[config.mk]
export PLATFORM = sky130hd
export DESIGN_NAME = seconds_tick_counter
export DESIGN_NICKNAME = d
export VERILOG_FILES = /design/src/rtl/seconds_tick_counter.sv
export SDC_FILE = /design/constraint.sdc
export NUM_CORES = 1
export LEC_CHECK = 0
export ABC_AREA = 0
export CORE_MARGIN = 5
export CORE_UTILIZATION = 52
export DETAILED_ROUTE_END_ITERATION = 8
export HOLD_SLACK_MARGIN = 0.1
export PLACE_DENSITY = 0.76
export SYNTH_ARGS = -nofsm -noshare
export SYNTH_HDL_FRONTEND = slang
export SYNTH_SLANG_ARGS = --single-unit
export TNS_END_PERCENT = 20
[constraint.sdc]
create_clock -name clk -period 2 [get_ports clk]
set_input_delay 0.4 -clock clk [delete_from_list [all_inputs] [get_ports clk]]
set_output_delay 0.4 -clock clk [all_outputs]
set_load 0.005 [all_outputs]
[src/rtl/seconds_tick_counter.sv]
// seconds_tick_counter
//   Seconds stage of the timer datapath. A prescaler divides clk down to a
//   1 Hz tick; each tick moves a 0..59 seconds count up (stopwatch) or down
//   (countdown). Emits one-cycle minute carry/borrow pulses for the minutes
//   counter and a level finish flag once a countdown reaches 00:00.
//
// Ports
//   clk           in   system clock, rising edge
//   reset         in   asynchronous reset, active low
//   enable        in   1 = run, 0 = pause (count and prescaler hold)
//   forward       in   1 = count up, 0 = count down
//   clear         in   synchronous clear of count and prescaler
//   load          in   synchronous preset of seconds from load_value
//   load_value    in   [5:0] preset, saturates at 59
//   minutes_zero  in   minutes counter is at 0
//   seconds       out  [5:0] current count, 0..59
//   tick          out  one-cycle pulse per prescaler wrap
//   minute_carry  out  one-cycle pulse on 59 -> 0 while counting up
//   minute_borrow out  one-cycle pulse on 0 -> 59 while counting down
//   finish        out  level, countdown has reached 00:00
module seconds_tick_counter #(
    parameter int CLK_HZ = 50_000_000
) (
    input  logic       clk,
    input  logic       reset,
    input  logic       enable,
    input  logic       forward,
    input  logic       clear,
    input  logic       load,
    input  logic [5:0] load_value,
    input  logic       minutes_zero,
    output logic [5:0] seconds,
    output logic       tick,
    output logic       minute_carry,
    output logic       minute_borrow,
    output logic       finish
);

    localparam int             PW   = $clog2(CLK_HZ);
    localparam logic [PW-1:0]  TERM = PW'(CLK_HZ - 1);

    typedef enum logic [1:0] {
        S_IDLE     = 2'd0,
        S_RUN_UP   = 2'd1,
        S_RUN_DOWN = 2'd2,
        S_DONE     = 2'd3
    } state_t;

    state_t        r_state;
    logic [PW-1:0] r_pre;
    logic [5:0]    r_sec;
    logic          r_tick;
    logic          r_carry;
    logic          r_borrow;
    logic          r_finish;

    state_t        w_state_nxt;
    logic [PW-1:0] w_pre_nxt;
    logic [5:0]    w_sec_nxt;
    logic          w_tick_nxt;
    logic          w_carry_nxt;
    logic          w_borrow_nxt;
    logic          w_finish_nxt;

    always_ff @(posedge clk or negedge reset) begin
        if (!reset) begin
            r_state  <= S_IDLE;
            r_pre    <= '0;
            r_sec    <= '0;
            r_tick   <= 1'b0;
            r_carry  <= 1'b0;
            r_borrow <= 1'b0;
            r_finish <= 1'b0;
        end else begin
            r_state  <= w_state_nxt;
            r_pre    <= w_pre_nxt;
            r_sec    <= w_sec_nxt;
            r_tick   <= w_tick_nxt;
            r_carry  <= w_carry_nxt;
            r_borrow <= w_borrow_nxt;
            r_finish <= w_finish_nxt;
        end
    end

    // The run/direction decision uses enable/forward directly rather than the
    // registered state, so the prescaler counts on the very edge enable is
    // first seen: a tick lands exactly CLK_HZ edges after enable from 0, and
    // a resume from prescaler=p ticks CLK_HZ-p edges later.
    always_comb begin
        w_state_nxt  = r_state;
        w_pre_nxt    = r_pre;
        w_sec_nxt    = r_sec;
        w_tick_nxt   = 1'b0;
        w_carry_nxt  = 1'b0;
        w_borrow_nxt = 1'b0;
        w_finish_nxt = r_finish;

        if (clear) begin
            w_state_nxt  = S_IDLE;
            w_pre_nxt    = '0;
            w_sec_nxt    = '0;
            w_finish_nxt = 1'b0;
        end else if (load) begin
            w_state_nxt  = S_IDLE;
            w_pre_nxt    = '0;
            w_sec_nxt    = (load_value > 6'd59) ? 6'd59 : load_value;
            w_finish_nxt = 1'b0;
        end else if (r_state == S_DONE) begin
            // frozen until clear/load
        end else if (!enable) begin
            w_state_nxt = S_IDLE;
        end else if (!forward && r_state != S_RUN_DOWN &&
                     r_sec == 6'd0 && minutes_zero) begin
            // starting a countdown that is already at 00:00
            w_state_nxt  = S_DONE;
            w_finish_nxt = 1'b1;
        end else begin
            w_state_nxt = forward ? S_RUN_UP : S_RUN_DOWN;
            if (r_pre == TERM) begin
                w_pre_nxt  = '0;
                w_tick_nxt = 1'b1;
                if (forward) begin
                    if (r_sec == 6'd59) begin
                        w_sec_nxt   = 6'd0;
                        w_carry_nxt = 1'b1;
                    end else begin
                        w_sec_nxt = r_sec + 6'd1;
                    end
                end else if (r_sec == 6'd0) begin
                    if (!minutes_zero) begin
                        w_sec_nxt    = 6'd59;
                        w_borrow_nxt = 1'b1;
                    end else begin
                        // minutes dropped to 0 while sitting at :00; stop
                        // rather than wrap below zero
                        w_tick_nxt   = 1'b0;
                        w_state_nxt  = S_DONE;
                        w_finish_nxt = 1'b1;
                    end
                end else if (r_sec == 6'd1 && minutes_zero) begin
                    w_sec_nxt    = 6'd0;
                    w_state_nxt  = S_DONE;
                    w_finish_nxt = 1'b1;
                end else begin
                    w_sec_nxt = r_sec - 6'd1;
                end
            end else begin
                w_pre_nxt = r_pre + PW'(1);
            end
        end
    end

    assign seconds       = r_sec;
    assign tick          = r_tick;
    assign minute_carry  = r_carry;
    assign minute_borrow = r_borrow;
    assign finish        = r_finish;

endmodule

Yosys cells after proc, flatten, opt, wreduce, memory -nomap -nowiden:

Index checks and enable logic that the tools add are counted.

* logic and storage cells: 98
* flip-flop bits (word level): 38

* equal/unequal tests: 10
* order comparisons: 1
* reduce and logical (&&, ||, !) cells: 13
* add/sub/neg operators: 3
* mux-type cells: 64

Operators with widths (count)
* two-way mux 26 bit: 6
* two-way mux 6 bit: 12
* two-way mux 1 bit: 35
* adder 26 x 1 -> 26 bit, second input constant: 1
* equality test 26 bit, second input constant: 1
* two-way mux 2 bit: 11
* adder 6 x 1 -> 6 bit, second input constant: 1
* equality test 6 x 1 -> 1 bit, second input constant: 1
* equality test 6 bit, second input constant: 1
* greater-than comparator 6 bit, second input constant: 1
* logical NOT 6 bit: 1
* != test 3 bit, second input constant: 2
* AND reduction 6 bit: 1
* nonzero test 3 bit: 2
* subtractor 6 x 1 -> 6 bit, second input constant: 1
* != test 5 x 4 -> 1 bit, second input constant: 1
* != test 5 bit, second input constant: 1
* AND reduction 5 bit: 1
* nonzero test 5 bit: 1
* logical AND 1 bit: 4
* != test 4 x 1 -> 1 bit, second input constant: 1
* nonzero test 4 bit: 1
* AND reduction 3 bit: 1
* equality test 2 bit, second input constant: 1
* other kinds (2): 2

Depth between registers and ports, before layout:

Gate-level depths: netlist (run 1).

* word-level depth: 11
* gate-level depth with buffers: 9

Worst setup path after synthesis (run 1):

No wires, ideal clock.

* kind: register to register
* start point: register r_sec[4] (netlist: seconds[4])
* end point: register r_pre[21]
* arrival: 2.101 ns
* slack: -0.174 ns
* cell stages (with the launch flop): 9
* path buffers: 3
* library setup time: 0.072 ns
* period minus slack after synthesis: 2.174 ns
* path through: dfrtp_1 > buf_6 > or4_4 > o41ai_4 > and2_1 > buf_6 > nor2_2 > buf_6 > nor2_1

* longest elaborated chain between the ends: 5

Ends and longest elaborated chain
* from (decl): RTL line 51 `logic [5:0] r_sec;`
* from (signal assigned): RTL line 77 `r_sec <= w_sec_nxt;`
* logical NOT 6 bit: RTL line 113 `r_sec == 6'd0 && minutes_zero) begin`
* logical AND 1 bit: RTL line 112 `end else if (!forward && r_state != S_RUN_DOWN &&`
* logical AND 1 bit: RTL line 113
* != test 3 bit (no line)
* AND reduction 3 bit (no line)
* to (signal assigned): RTL line 76 `r_pre <= w_pre_nxt;`
* to (decl): RTL line 50 `logic [PW-1:0] r_pre;`

No other way between the ends.
A chain may end at the register's enable or synchronous reset.

Final worst setup path (run 1):

* start point: register r_pre[8]
* end point: register r_carry (netlist: minute_carry)

* longest elaborated chain between the ends: 7

Ends and longest elaborated chain
* equality test 26 bit: RTL line 119 `if (r_pre == TERM) begin`
* two-way mux 1 bit: RTL line 119
* two-way mux 1 bit: RTL line 112
* two-way mux 1 bit: RTL line 110 `end else if (!enable) begin`
* two-way mux 1 bit: RTL line 108 `end else if (r_state == S_DONE) begin`
* two-way mux 1 bit: RTL line 103 `end else if (load) begin`
* two-way mux 1 bit: RTL line 98 `if (clear) begin`
* via w_carry_nxt: RTL line 61 `logic w_carry_nxt;`
* to (signal assigned): RTL line 79 `r_carry <= w_carry_nxt;`
* to (decl): RTL line 53 `logic r_carry;`

The timed path passes the listed nets, and every way through them passes these cells.

==> impl_summary.log, run 1 <==
[metrics] main area contributors after synthesis: sky130_fd_sc_hd__dfrtp_1, sky130_fd_sc_hd__xnor2_1, sky130_fd_sc_hd__nor2_1
[metrics] static leakage: about 1.5 nW
[metrics] initial standard-cell utilization of the core: a little over half
[metrics] 1st-pass router iterations: 4
[metrics] routed wire length: approximately 8000 um
[metrics] library cell occupying the most area in the post-synthesis netlist: sky130_fd_sc_hd__dfrtp_1
[metrics] number of nets still failing antenna checks after routing: 0
[metrics] maximum fanout along the worst path: 4
[metrics] hold slack final: ~0.45 ns
[metrics] data arrival time of the worst path: between 2 and 2.5 ns
[metrics] IR drop worst, VDD: roughly 440 uV
[metrics] number of enable flip-flop cells after synthesis: 0
[metrics] adder-cell share of the synthesized area: under 10%
[metrics] library cell with the highest instance count after synthesis: sky130_fd_sc_hd__dfrtp_1
[metrics] count of unresolved DRC violations after routing: 0
[metrics] number of buffers added on ports: 22
[metrics] Yosys cell types: 57
[metrics] routed wire length per instance: 18.04 um
[metrics] Die Span X: 80.22 um
[metrics] total inserted antenna cells: 0
[metrics] status: finished with violations
[metrics] max cap viols: 0
[metrics] share of the clock period used by the worst path after layout: 103.0%
[metrics] average via count per standard cell: 6.151
[metrics] reg-to-reg startpoint: r_pre[8]
[metrics] final RePlAce weighted congestion: about 0.9
[metrics] flip-flop and latch area: ~950 um2
[metrics] fraction of synthesized cell area taken by the top area cell type: 37.09%
[metrics] type of the worst min-delay path: input port to async pin
[metrics] boundary pin count: 23
[metrics] clock latency reported for the late side of the worst-skew pair: around 0.3 ns
[metrics] mux contribution to synthesized area: under 10%
[metrics] clk sinks: 38
[metrics] count of endpoints failing hold in the final timing report: 0
[metrics] Longest Clk Path Bufs: 2
[metrics] htree depth: 2
[metrics] Post-synth ARST share: 100.0%
[metrics] WS Path Type: flip-flop to flip-flop
[metrics] Worst Tran Pin Value: a little under 0.5 ns
[metrics] Simple-Gate Fraction of Synth Area: between 20% and 30%
[metrics] clock slew at reported path FFs: approximately 0.08 ns
[metrics] Remaining Overflow, GRT: 0
[metrics] post-route setup slack: -0.05938 ns
[metrics] main combinational cell family by area after synthesis: simple AND/OR/NAND/NOR gates
[metrics] largest net degree at the start of global routing: 37
[metrics] fraction of layout instances using a drive strength above 1: between 30% and 40%
[metrics] max frequency: between 400 and 500 MHz
[metrics] initial antenna violation count: 0
[metrics] via count of the first global-routing pass: roughly 2600
[metrics] number of vias after detailed routing: between 2000 and 3000
[metrics] YS warnings: 0
[metrics] area fraction in compound gates after synthesis: between 20% and 30%
[metrics] detailed placement HPWL: just over 5000 um
[metrics] synthesized flop and latch total: 38
[metrics] worst path required time: approximately 2.2 ns
[metrics] Fin Clk Skew: between 0.01 and 0.015 ns
[metrics] proportion of synthesized chip area in sequential cells: about 37%
[metrics] Post-layout nets: 393
[metrics] Crit. Startpoint: r_pre[8]
[metrics] sum of negative setup slack: -0.3611 ns
[metrics] Cell Area, Synth: between 0.002 and 0.003 mm2
[metrics] Syn Nets: 312
[metrics] fin crit period: ~2 ns
[metrics] post-synthesis instance total: just under 300
[metrics] Filler Cells Inserted: between 200 and 300
[metrics] height of the die: ~80 um
[metrics] setup repair after global routing missed its margin: true
[metrics] startpoint types: flip-flop
[metrics] final setup violation count: 18
[metrics] CTS tree: done
[metrics] violations in the final reports: negative setup slack
[metrics] Placeable Area: roughly 0.0048 mm2
[metrics] post-synthesis xor/xnor area fraction: 6.149%
[metrics] row count: 25
[metrics] global-route wire length before repair: between 10000 and 15000 um
[metrics] Final Core Density: around four fifths
[metrics] TritonCTS Buffers: 5
[metrics] total track usage: between 20% and 30%
[metrics] number of violations reported at the end of detailed-routing iteration 0: roughly 160
[metrics] Critical Path End Type: flip-flop
[metrics] worst-case headroom to the max-slew limit: about two thirds
[metrics] top_reg_cell synth: sky130_fd_sc_hd__dfrtp_1
[metrics] mean area per synthesized cell: 8.720 um2
[metrics] area taken by multi-input logic gates: 0.001697 mm2
[metrics] ratio of total power to cell area: about 580 mW/mm2
[metrics] most used standard cells in the synthesized netlist: sky130_fd_sc_hd__dfrtp_1, sky130_fd_sc_hd__nor2_1, sky130_fd_sc_hd__nand2_1
[metrics] number of max-slew violations in the final report: 0
[metrics] minimum setup slack after placement: -0.3379 ns
[metrics] CTS root buf: sky130_fd_sc_hd__clkbuf_8
[metrics] overall die area: 0.006434 mm2
[metrics] Area growth syn-to-layout: 45.97%
state kept, by name, indices dropped and copies added (netlist names):
| signal | cells |
|---|---|
| finish | 1 |
| minute_borrow | 1 |
| minute_carry | 1 |
| r_pre | 26 |
| r_state | 2 |
| seconds | 6 |
| tick | 1 |
what timing repair did:
action	CTS	global route
pin swaps	25	7
hold buffers	1	0
setup endpoints to repair	31	37
resized for setup	34	26
hold endpoints to repair	2	0
setup buffers	7	2
report_power, final:
part           total (mW)  internal [mW]  switching, mW
sequential          0.793          0.784        0.00957
clock               0.815          0.532          0.282
combinational       0.546          0.261          0.285
total                2.15           1.58          0.577
critical path, cell delays in order (launching register included):
cell	delay, ns
sky130_fd_sc_hd__dfrtp_1	0.44
sky130_fd_sc_hd__or3_1	0.40
sky130_fd_sc_hd__nor4_1	0.18
sky130_fd_sc_hd__nand4_1	0.17
sky130_fd_sc_hd__or3_4	0.43
sky130_fd_sc_hd__nor4_1	0.33
area by class of cell:
cell class / count / share of cell area [%]
Sequential cell: 38 / 25.41
Tap cell: 67 / 2.240
Inverter: 16 / 1.605
Clock inverter: 2 / 1.605
Clock buffer: 6 / 2.207
Timing Repair Buffer: 89 / 21.60
Multi-Input combinational cell: 225 / 45.34
layout by cell type (no fill, tap or decap), types with 4 or more instances in the layout:
cell	n
sky130_fd_sc_hd__buf_4	52
sky130_fd_sc_hd__nand2b_1	6
sky130_fd_sc_hd__a21oi_1	16
sky130_fd_sc_hd__clkbuf_8	6
sky130_fd_sc_hd__dfrtp_1	38
sky130_fd_sc_hd__o21ai_1	6
sky130_fd_sc_hd__xnor2_1	17
sky130_fd_sc_hd__buf_6	10
sky130_fd_sc_hd__and3_1	6
sky130_fd_sc_hd__a2111oi_4	4
sky130_fd_sc_hd__ha_1	5
sky130_fd_sc_hd__a211oi_1	5
sky130_fd_sc_hd__nand3_1	16
sky130_fd_sc_hd__buf_12	4
sky130_fd_sc_hd__clkdlybuf4s50_1	21
sky130_fd_sc_hd__nor2_1	18
sky130_fd_sc_hd__nor4_1	4
sky130_fd_sc_hd__nand4_1	11
sky130_fd_sc_hd__or3_1	5
sky130_fd_sc_hd__inv_1	16
sky130_fd_sc_hd__nand2_1	21
sky130_fd_sc_hd__nor2_2	6
sky130_fd_sc_hd__a2111oi_2	4
routing by layer:
| metal | wire [um] | global-route usage, % | up-vias | share of wire, % |
|---|---|---|---|---|
| met5 | 0 | 0 | - | 0 |
| met4 | 197 | 9.797 | 0 | 2.5 |
| met3 | 517 | 5.381 | 21 | 6.5 |
| met2 | 4047 | 41.23 | 105 | 51 |
| met1 | 3230 | 31.07 | 1340 | 40 |
| li1 | - | - | 1259 | - |
worst paths after layout:
path	endpoint	slack, ns	depth (start not counted)
worst max-delay path	minute_carry	-0.06	5
min in group clk	finish	0.51	1
worst max register to register	minute_carry	-0.06	5
max in group asynchronous	r_pre[13]	1.15	3
worst min-delay path	minute_carry	0.45	2
worst min register to register	finish	0.51	1
metrics by stage:
step	instance area (um2)	power (mW)	instances
after floorplan	2581	1.043	294
after global placement	3273	1.253	426
after detailed placement	3273	1.262	426
after CTS	3610	2.120	441
after global routing	3742	2.232	443
final	3742	2.154	443
kinds of logic (layout without fill, tap and decap cells):
kind of cell / count (synthesis) / in the layout
DFF: 38 / 38
and+or+nand+nor: 123 / 123
adders and majority gates: 5 / 5
buffers and inverters: 31 / 113
xor gates and xnor gates: 18 / 18
AOI/OAI and AO/OA: 74 / 74
muxes: 5 / 5
(Power assumes the default switching activity.)
==> run 2: changes to the inputs <==
Settings changed: CTS_BUF_LIST set to sky130_fd_sc_hd__clkbuf_16.
==> impl_summary.log, run 2 (synthesized netlist as in run 1, its figures left out) <==
[metrics] fraction of layout instances using a drive strength above 1: a little under a third
[metrics] routed wire length: 8453 um
[metrics] initial standard-cell utilization of the core: 53.92%
[metrics] 1st-pass router iterations: 5
[metrics] # placed instances: about 430
[metrics] total inserted antenna cells: 0
[metrics] fin crit period: around 2.1 ns
[metrics] maximum single-stage delay on the critical path: 0.58 ns
[metrics] post-route setup slack: -0.1251 ns
[metrics] Crit. Startpoint: seconds[4]
[metrics] largest net degree at the start of global routing: 37
[metrics] Fin Clk Skew: ~0.0065 ns
[metrics] Worst Tran Pin Value: ~0.5 ns
[metrics] status: finished with violations
[metrics] Reg2Reg Setup Slack: -0.13 ns
[metrics] max cap viols: 0
[metrics] total track usage: approximately a quarter
[metrics] final instance count without filler cells: 442
[metrics] clk sinks: 38
[metrics] routed wire length per instance: approximately 19 um
[metrics] cell depth of the worst flop-to-flop path: 7
[metrics] sum of negative setup slack: -0.8482 ns
[metrics] setup repair after global routing missed its margin: true
[metrics] IR drop worst, VDD: a little under 600 uV
[metrics] Area growth syn-to-layout: 47.49%
[metrics] clock slew at reported path FFs: 0.06 ns
[metrics] master of the slowest instance on the critical path: sky130_fd_sc_hd__or4_4
[metrics] Placeable Area: between 0.004 and 0.005 mm2
[metrics] commonest non-fill, non-tap cell in the layout: sky130_fd_sc_hd__buf_4
[metrics] reg-to-reg startpoint: seconds[4]
[metrics] detailed placement HPWL: approximately 5200 um
[metrics] boundary pin count: 23
[metrics] number of vias after detailed routing: 2827
[metrics] max frequency: roughly 470 MHz
[metrics] count of endpoints failing hold in the final timing report: 0
[metrics] WS Path Type: flip-flop to flip-flop
[metrics] global-route wire length before repair: roughly 13000 um
[metrics] average via count per standard cell: between 6 and 7
[metrics] ratio of total power to cell area: ~630 mW/mm2
[metrics] startpoint types: flip-flop
[metrics] destination of the worst register-to-register timing path: seconds[0]
[metrics] violations in the final reports: negative setup slack
[metrics] count of unresolved DRC violations after routing: 0
[metrics] via count of the first global-routing pass: 2625
[metrics] number of buffers added on ports: 22
[metrics] CTS root buf: sky130_fd_sc_hd__clkbuf_16
[metrics] type of the worst min-delay path: input port to async pin
[metrics] Longest Clk Path Bufs: 2
[metrics] TritonCTS Buffers: 5
[metrics] number of violations reported at the end of detailed-routing iteration 0: approximately 250
[metrics] static leakage: 1.503 nW
[metrics] height of the die: 80.22 um
[metrics] number of max-slew violations in the final report: 0
[metrics] overall die area: 0.006434 mm2
[metrics] Critical Path End Type: flip-flop
[metrics] cell-by-cell trace of the critical path: or4_4 -> buf_4 -> buf_4 -> nor3_2 -> a211o_1 -> a211oi_2 -> mux2_4
[metrics] Remaining Overflow, GRT: 0
[metrics] initial antenna violation count: 0
[metrics] Top cell by count, worst path: sky130_fd_sc_hd__buf_4
[metrics] maximum fanout along the worst path: 2
[metrics] final setup violation count: 20
[metrics] row count: 25
[metrics] worst-case headroom to the max-slew limit: about two thirds
[metrics] worst path required time: 2.16 ns
[metrics] final RePlAce weighted congestion: ~0.91
[metrics] CTS tree: done
[metrics] Largest register FFs: 26
[metrics] Die Span X: ~80 um
[metrics] leading cell types in the layout, fill and taps excluded: sky130_fd_sc_hd__buf_4, sky130_fd_sc_hd__dfrtp_1, sky130_fd_sc_hd__nand2_1, sky130_fd_sc_hd__nor2_1, sky130_fd_sc_hd__clkdlybuf4s50_1
[metrics] final design area excluding fillers: ~0.0038 mm2
[metrics] data arrival time of the worst path: between 2 and 2.5 ns
[metrics] Post-layout nets: 392
[metrics] number of nets still failing antenna checks after routing: 0
[metrics] placed cell areas: around 0.0033 mm2
[metrics] Critical Path Sink: seconds[0]
[metrics] share of the clock period used by the worst path after layout: 106.3%
[metrics] clock latency reported for the late side of the worst-skew pair: around 0.29 ns
[metrics] Reg with most FFs: r_pre
[metrics] htree depth: 2
## run 2: cell count changes in the layout (fill, tap and decap cells not counted), moves of 2 or more
cell | before | now
sky130_fd_sc_hd__o21ai_1 | 6 | 4
sky130_fd_sc_hd__buf_4 | 52 | 55
sky130_fd_sc_hd__clkbuf_8 | 6 | 0
sky130_fd_sc_hd__buf_6 | 10 | 6
sky130_fd_sc_hd__nor2_1 | 18 | 21
sky130_fd_sc_hd__clkbuf_16 | 0 | 5
sky130_fd_sc_hd__nor2_2 | 6 | 3
## run 2: worst max-delay path, delay by kind of cell, from the launching register on
family          cells  cell delay (ns)
buf+inv             2             0.32
simple gates        2             0.77
flops               1             0.41
mux                 1             0.27
compound gates      2             0.22
## run 2: how the worst min path moves through the flow
stage / endpoint / startpoint / cells past startpoint
6_report: minute_carry / reset / 2
5_1_grt: minute_carry / reset / 2
4_1_cts: minute_carry / reset / 2
3_5_place_dp: minute_carry / reset / 1
3_3_place_gp: minute_carry / reset / 1
2_1_floorplan: finish / reset / 0
## run 2: stage by stage
step / power, mW / setup slack (ns) / hold slack (ns) / util, %
after floorplan: 1.043 / 0.001962 / 0.1044 / -
after global placement: 1.253 / -0.3152 / 0.2123 / 68.84
after detailed placement: 1.262 / -0.3379 / 0.2112 / 68.84
after CTS: 2.324 / -0.1114 / 0.4513 / 76.13
after global routing: 2.444 / -0.1561 / 0.4701 / 79.53
final: 2.364 / -0.1251 / 0.4657 / 79.53
## run 2: area by class of cell
cell class	count	area (um2)
Clock inverter	3	63.81
Inverter	16	60.06
Fill cell	290	973.4
Multi-Input combinational cell	225	1709
Clock buffer	5	125.1
Sequential cell	38	950.9
Tap cell	67	83.83
Timing Repair Buffer	88	788.3
## run 2: timing repair
action | CTS | global route
setup buffers | 5 | 3
hold buffers | 1 | 0
hold endpoints to repair | 2 | 0
pin swaps | 17 | 13
setup endpoints to repair | 31 | 36
resized for setup | 31 | 28
## run 2: power by group
group	internal [mW]	switching, mW	leakage, nW
clock network	0.710	0.316	0.0915
logic	0.255	0.285	0.887
registers	0.785	0.0135	0.524
## run 2: layer usage
| metal | global-route usage, % | part of all wire [%] | routed length (um) | up-vias |
|---|---|---|---|---|
| met4 | 8.446 | 2.3 | 193 | 0 |
| met5 | 0 | 0 | 0 | - |
| met1 | 31.16 | 38 | 3254 | 1398 |
| met3 | 6.166 | 7.1 | 602 | 25 |
| met2 | 42.63 | 52 | 4403 | 150 |
| li1 | - | - | - | 1254 |
